### src/rtl/aes_pkg.sv
// Shared definitions for the AES PRNG reseed scheduler.
// Contents:
//   prng_reseed_rate_e   - one-hot reseed rate encodings
//   Reload*              - block-counter reload values per rate
//   reseed_sched_state_e - sparse FSM state encodings
//   rate_valid()         - legality check for the rate input
//   reload_for()         - reload value for a (legal) rate
package aes_pkg;

    typedef enum logic [2:0] {
        PER_1  = 3'b001,
        PER_64 = 3'b010,
        PER_8K = 3'b100
    } prng_reseed_rate_e;

    localparam int unsigned ReloadPer1  = 0;
    localparam int unsigned ReloadPer64 = 63;
    localparam int unsigned ReloadPer8k = 8191;

    // Pairwise Hamming distance >= 3: a single bit flip never lands on another
    // valid state and is caught by the default branch, which goes to StError.
    typedef enum logic [5:0] {
        StIdle       = 6'b101101,
        StReseedClr  = 6'b000111,
        StReseedMask = 6'b111000,
        StDone       = 6'b011011,
        StError      = 6'b000000
    } reseed_sched_state_e;

    function automatic logic rate_valid(input logic [2:0] rate);
        return (rate == PER_1) || (rate == PER_64) || (rate == PER_8K);
    endfunction

    // Illegal rates map to the largest reload; they force StError anyway.
    function automatic int unsigned reload_for(input logic [2:0] rate);
        case (rate)
            PER_1:   return ReloadPer1;
            PER_64:  return ReloadPer64;
            default: return ReloadPer8k;
        endcase
    endfunction

endpackage

### src/rtl/aes_reseed_blk_ctr.sv
// Block down-counter for automatic reseeding.
// Ports:
//   clk_i      - clock
//   rst_ni     - synchronous active-low reset, clears the count
//   en         - counter may change (low freezes it)
//   load       - load reload_val (wins over dec)
//   reload_val - value loaded when a reseed sequence starts
//   dec        - one completed block; decrements unless already zero
//   is_zero    - count is zero
module aes_reseed_blk_ctr #(
    parameter int unsigned BlkCntWidth = 13
) (
    input  logic                   clk_i,
    input  logic                   rst_ni,
    input  logic                   en,
    input  logic                   load,
    input  logic [BlkCntWidth-1:0] reload_val,
    input  logic                   dec,
    output logic                   is_zero
);

    logic [BlkCntWidth-1:0] cnt;

    assign is_zero = (cnt == '0);

    always_ff @(posedge clk_i) begin
        if (!rst_ni) begin
            cnt <= '0;
        end else if (en) begin
            if (load) begin
                cnt <= reload_val;
            end else if (dec && !is_zero) begin
                cnt <= cnt - BlkCntWidth'(1);
            end
        end
    end

endmodule

### src/rtl/aes_prng_reseed_sched.sv
// Reseed scheduler for the AES clearing and masking PRNGs. Reseeds share one
// entropy path, so the clearing PRNG is reseeded first and the masking PRNG
// (if present) afterwards. Triggers: software, key write, or block count.
// Ports:
//   prng_reseed_rate_i - one-hot rate (PER_1 / PER_64 / PER_8K), others fatal
//   block_done_i       - pulse per completed cipher block
//   sw_reseed_i        - software reseed trigger
//   key_touch_i        - qualified key write trigger
//   clr_reseed_req_o / clr_reseed_ack_i   - clearing PRNG reseed handshake
//   mask_reseed_req_o / mask_reseed_ack_i - masking PRNG reseed handshake
//   stall_o            - blocks the control FSM from starting a block
//   busy_o             - reseed sequence in progress
//   reseed_done_o      - pulse at the end of a sequence
//   sw_reseed_clr_o    - clears the software trigger bit when a sequence starts
//   alert_o            - fatal alert, sticky until reset
module aes_prng_reseed_sched
    import aes_pkg::*;
#(
    parameter bit          SecMasking  = 1'b0,
    parameter int unsigned BlkCntWidth = 13
) (
    input  logic       clk_i,
    input  logic       rst_ni,
    input  logic [2:0] prng_reseed_rate_i,
    input  logic       block_done_i,
    input  logic       sw_reseed_i,
    input  logic       key_touch_i,
    output logic       clr_reseed_req_o,
    input  logic       clr_reseed_ack_i,
    output logic       mask_reseed_req_o,
    input  logic       mask_reseed_ack_i,
    output logic       stall_o,
    output logic       busy_o,
    output logic       reseed_done_o,
    output logic       sw_reseed_clr_o,
    output logic       alert_o
);

    reseed_sched_state_e state, state_next;

    logic                   pending;
    logic                   auto_pending;
    logic                   sw_clr;
    logic                   err;
    logic                   trig;
    logic                   start;
    logic                   run;
    logic                   cnt_zero;
    logic [BlkCntWidth-1:0] reload_val;

    assign run        = (state != StError);
    assign reload_val = BlkCntWidth'(reload_for(prng_reseed_rate_i));

    // An ack is only legal on the channel whose request is currently up.
    assign err = !rate_valid(prng_reseed_rate_i) ||
                 (clr_reseed_ack_i && (state != StReseedClr)) ||
                 (mask_reseed_ack_i && (!SecMasking || (state != StReseedMask)));

    assign trig  = sw_reseed_i || key_touch_i || pending || auto_pending;
    assign start = (state == StIdle) && trig && !err;

    aes_reseed_blk_ctr #(
        .BlkCntWidth(BlkCntWidth)
    ) u_blk_ctr (
        .clk_i     (clk_i),
        .rst_ni    (rst_ni),
        .en        (run),
        .load      (start),
        .reload_val(reload_val),
        .dec       (block_done_i),
        .is_zero   (cnt_zero)
    );

    // Trigger merging: everything collapses into one request until the next start.
    always_ff @(posedge clk_i) begin
        if (!rst_ni) begin
            pending      <= 1'b0;
            auto_pending <= 1'b0;
            sw_clr       <= 1'b0;
        end else begin
            sw_clr <= start;
            if (start) begin
                pending      <= 1'b0;
                auto_pending <= 1'b0;
            end else if (run) begin
                if (sw_reseed_i || key_touch_i) begin
                    pending <= 1'b1;
                end
                if (block_done_i && cnt_zero) begin
                    auto_pending <= 1'b1;
                end
            end
        end
    end

    always_ff @(posedge clk_i) begin
        if (!rst_ni) begin
            state <= StIdle;
        end else begin
            state <= state_next;
        end
    end

    always_comb begin
        state_next = state;
        case (state)
            StIdle: begin
                if (trig) begin
                    state_next = StReseedClr;
                end
            end
            StReseedClr: begin
                if (clr_reseed_ack_i) begin
                    state_next = SecMasking ? StReseedMask : StDone;
                end
            end
            StReseedMask: begin
                if (mask_reseed_ack_i) begin
                    state_next = StDone;
                end
            end
            StDone:  state_next = StIdle;
            StError: state_next = StError;
            default: state_next = StError;
        endcase
        if (err) begin
            state_next = StError;
        end
    end

    always_comb begin
        clr_reseed_req_o  = 1'b0;
        mask_reseed_req_o = 1'b0;
        busy_o            = 1'b0;
        reseed_done_o     = 1'b0;
        alert_o           = 1'b0;
        case (state)
            StIdle: ;
            StReseedClr: begin
                clr_reseed_req_o = 1'b1;
                busy_o           = 1'b1;
            end
            StReseedMask: begin
                mask_reseed_req_o = 1'b1;
                busy_o            = 1'b1;
            end
            StDone: begin
                reseed_done_o = 1'b1;
                busy_o        = 1'b1;
            end
            default: alert_o = 1'b1;
        endcase
        stall_o = busy_o || auto_pending || alert_o;
    end

    assign sw_reseed_clr_o = sw_clr;

endmodule

### config.mk
export PLATFORM = sky130hd
export DESIGN_NAME = aes_prng_reseed_sched
export DESIGN_NICKNAME = d
export VERILOG_FILES = /design/src/rtl/aes_pkg.sv /design/src/rtl/aes_reseed_blk_ctr.sv /design/src/rtl/aes_prng_reseed_sched.sv
export SDC_FILE = /design/constraint.sdc
export NUM_CORES = 1
export LEC_CHECK = 0
export BUFFER_PORTS_ARGS = -buffer_cell sky130_fd_sc_hd__buf_2
export CAP_MARGIN = 20
export CORE_ASPECT_RATIO = 1.4
export CORE_MARGIN = 3
export CORE_UTILIZATION = 30
export CTS_BUF_LIST = sky130_fd_sc_hd__clkbuf_8
export DETAILED_ROUTE_END_ITERATION = 8
export HOLD_SLACK_MARGIN = 0.12
export PLACE_DENSITY = 0.58
export SYNTH_ARGS = -nofsm -noshare
export SYNTH_HDL_FRONTEND = slang
export SYNTH_SLANG_ARGS = --single-unit
### constraint.sdc
create_clock -name clk_i -period 2.1 [get_ports clk_i]
set_clock_uncertainty 0.15 [all_clocks]
set_input_delay 0.315 -clock clk_i [delete_from_list [all_inputs] [get_ports clk_i]]
set_output_delay 0.315 -clock clk_i [all_outputs]
set_load 0.005 [all_outputs]
==> qor.txt <==
Vias in the first global route = 1331
Area grow syn2layout = 22.7%
GRT Overall Usage = 0.137
Placement Setup Slack = 0.0826 ns
Arrival time worst endpoint = 1.59 ns
Clock transition at path regs = 0.08 ns
Initial antenna violation count = 0
Crit-path cells = buf_4 -> or4_4 -> nand3_4 -> nor2_2 -> buf_2
Min Hold Slack = 0.183 ns
CP Launch Type = flop
Setup_tns = 0 ns
Largest cells by area after synthesis = dfxtp_1 30%, a221oi_2 5.1%, inv_1 3.3%, a21oi_1 3.1%, nor3_1 2.7%
Final Instance Area = 0.00180 mm2
Post-synth top area cell = dfxtp_1
Final WS setup = 0.0499 ns
Warnings, synthesis = 0
Maximum VDD drop = 602 uV
DRC = 0
CTS max path bufs = 2
GP Congestion = 0.818
Reg2reg end = u_blk_ctr.cnt[6]$_SDFFE_PN0P_
I/O Pins = 17
Cell Area, Placed = 0.00168 mm2
PwrDens = 1320 mW/mm2
Max incr delay on CP = 0.54 ns
Leak Pwr = 0.703 nW
Slowest-stage cell, CP = or4_4
Setup violators final = 0
Post-synth EDFFs = 0
Top post-synthesis cells by count = 22 x dfxtp_1, 13 x inv_1, 10 x nand2_1, 10 x nor2_1, 9 x a21oi_1
Critical Path RT = 1.63 ns
CTS tree = built
Unique masters post-synth = 53
Ys flop type = dfxtp_1
WS Path Type = flop to output pin
Post-Route WL = 3680 um
Die extent in y = 88.8 um
Via count = 1326
Slew Limit Fails = 0
Post-Syn Nets = 174
Top-count cell post-synth = dfxtp_1
Hold depth = 3
Peak Freq = 488 MHz
Hold EP = state[1]$_SDFFE_PP0P_
Die area = 0.00578 mm2
Clock sinks = 22
Max_cap viols = 0
First-pass GRT wire length = 6170 um
Met1 wire length = 1480 um
Crit-path max FO = 5
Worst r2r src = state[1]$_SDFFE_PP0P_
Post-route ant nets = 0
NumNets Final = 205
Hold WC Path Type = primary input to flop
Cell area after synthesis = 0.00147 mm2
Hold_buf cts = 0
Slew headroom = 0.678
Hold Vio Cnt, Final = 0
Met3 routed WL = 144 um
Number of diodes = 0
Num CTS Buffers = 3
Worst-Skew Late Latency = 0.26 ns
Root Buffer = clkbuf_8
Largest net degree at the start of global routing = 14
Post-layout min period = 2.05 ns
Reg2reg setup slack = 0.14 ns
Overall power = 0.00237 W
Hold_sp = mask_reseed_ack_i
HPWL after DPL = 2850 um
Mapped Cells = 162
Syn avg cell area = 9.07 um2
Register area share after synthesis = 0.300
Crit. End Element = output pin
Vias per cell = 5.22
Status = finished, final reports clean
H-tree levels = 1
Worst reg-to-reg path cell count = 7
WL per Instance = 14.5 um
Wire length on met2 = 1980 um
Core footprint = 0.00464 mm2
Rows = 29
Period utilisation layout = 0.976
Iteration count of the initial detailed-routing pass = 4
Ratio of cells with drive above 1 in the final layout = 0.354
Initial Util = 0.316
GRT overflow = 0
1st-iter DRT viols = 62
#FFs+latches synth = 22
Top-area cell type share of the netlist area = 0.300
Worst-Margin Slew = 0.480 ns
Highest routed metal layer = met4
RSZ-0062 raised after global routing = false
Die W = 65.1 um
Asr flop ratio synth = 0
PortBufs = 16
==> layout by cell type (no fill, tap or decap), types with 3 or more instances in the layout <==
cell and instances:
clkbuf_8 3, dfxtp_1 17, buf_4 13, nand2_1 10, nor3_1 8, and2_1 6
nand3_1 6, nand3_4 3, dfxtp_2 4, xor2_1 4, inv_1 13, nor4_1 6
buf_2 16, a221oi_2 5, and3_1 4, xnor2_1 3, a21oi_1 9, o21ai_0 5
nor2_1 9, o22ai_1 3
==> metal layers <==
layer / GRT usage / up-vias
met2: 0.264 / 35
li1: - / 668
met4: 0.0547 / 0
met5: 0 / -
met3: 0.0216 / 9
met1: 0.148 / 614
==> sequential cells by signal (all words and copies together) (netlist names) <==
signal and flops:
auto_pending 1, pending 1, state 6, sw_reseed_clr_o 1, u_blk_ctr.cnt 13
==> repair_timing <==
| item | CTS | global route |
|---|---|---|
| setup buffers | 1 | 1 |
| pin swaps | 1 | 1 |
| gates resized for setup | 3 | 9 |
| endpoints found under the setup margin | 2 | 1 |
==> area by class of cell <==
type	count	area, um2
clock buffer	3	41.3
clock inverter	1	30.0
fill	495	2840
inverter	13	48.8
multi-input combinational	123	966
sequential	22	449
tap	62	77.6
timing repair buffer	30	189
==> logic make-up after synthesis <==
logic type	count (synthesis)	synth area share
DFF	22	0.300
xor gates and xnor gates	7	0.0417
and+or+nand+nor	77	0.354
adders and majority gates	2	0.0170
AOI/OAI and AO/OA	37	0.230
buffers and inverters	17	0.0571
==> worst max-delay path: cells and delay by family (launching register included) <==
| family | cells | cell delay (ns) |
|---|---|---|
| buffers and inverters | 2 | 0.28 |
| DFF | 1 | 0.34 |
| and+or+nand+nor | 3 | 0.70 |
==> report_power, final <==
group	switching (W)	leakage [nW]	total (W)	internal, W
clock	0.000141	0.0357	0.000396	0.000255
sequential	0.000138	0.182	0.000679	0.000542
combinational	0.000706	0.485	0.00130	0.000590
==> through the flow <==
step	instances	utilization
after CTS	253	0.381
after global placement	248	0.362
after floorplan	162	-
after global routing	254	0.388
after detailed placement	248	0.362
final	254	0.388
==> worst max-delay path by stage <==
stage | start | endpoint | slack, ns | cells past startpoint
2_1_floorplan | u_blk_ctr.cnt[0]$_SDFFE_PN0P_ | u_blk_ctr.cnt[9]$_SDFFE_PN0P_ | 0.19 | 8
3_3_place_gp | key_touch_i | u_blk_ctr.cnt[6]$_SDFFE_PN0P_ | 0.05 | 6
3_5_place_dp | key_touch_i | u_blk_ctr.cnt[6]$_SDFFE_PN0P_ | 0.08 | 6
4_1_cts | state[5]$_SDFFE_PN1P_ | alert_o | 0.006 | 5
5_1_grt | state[2]$_SDFFE_PN1P_ | alert_o | 0.0006 | 5
6_report | state[2]$_SDFFE_PN1P_ | alert_o | 0.05 | 5
(Power assumes the default switching activity.)
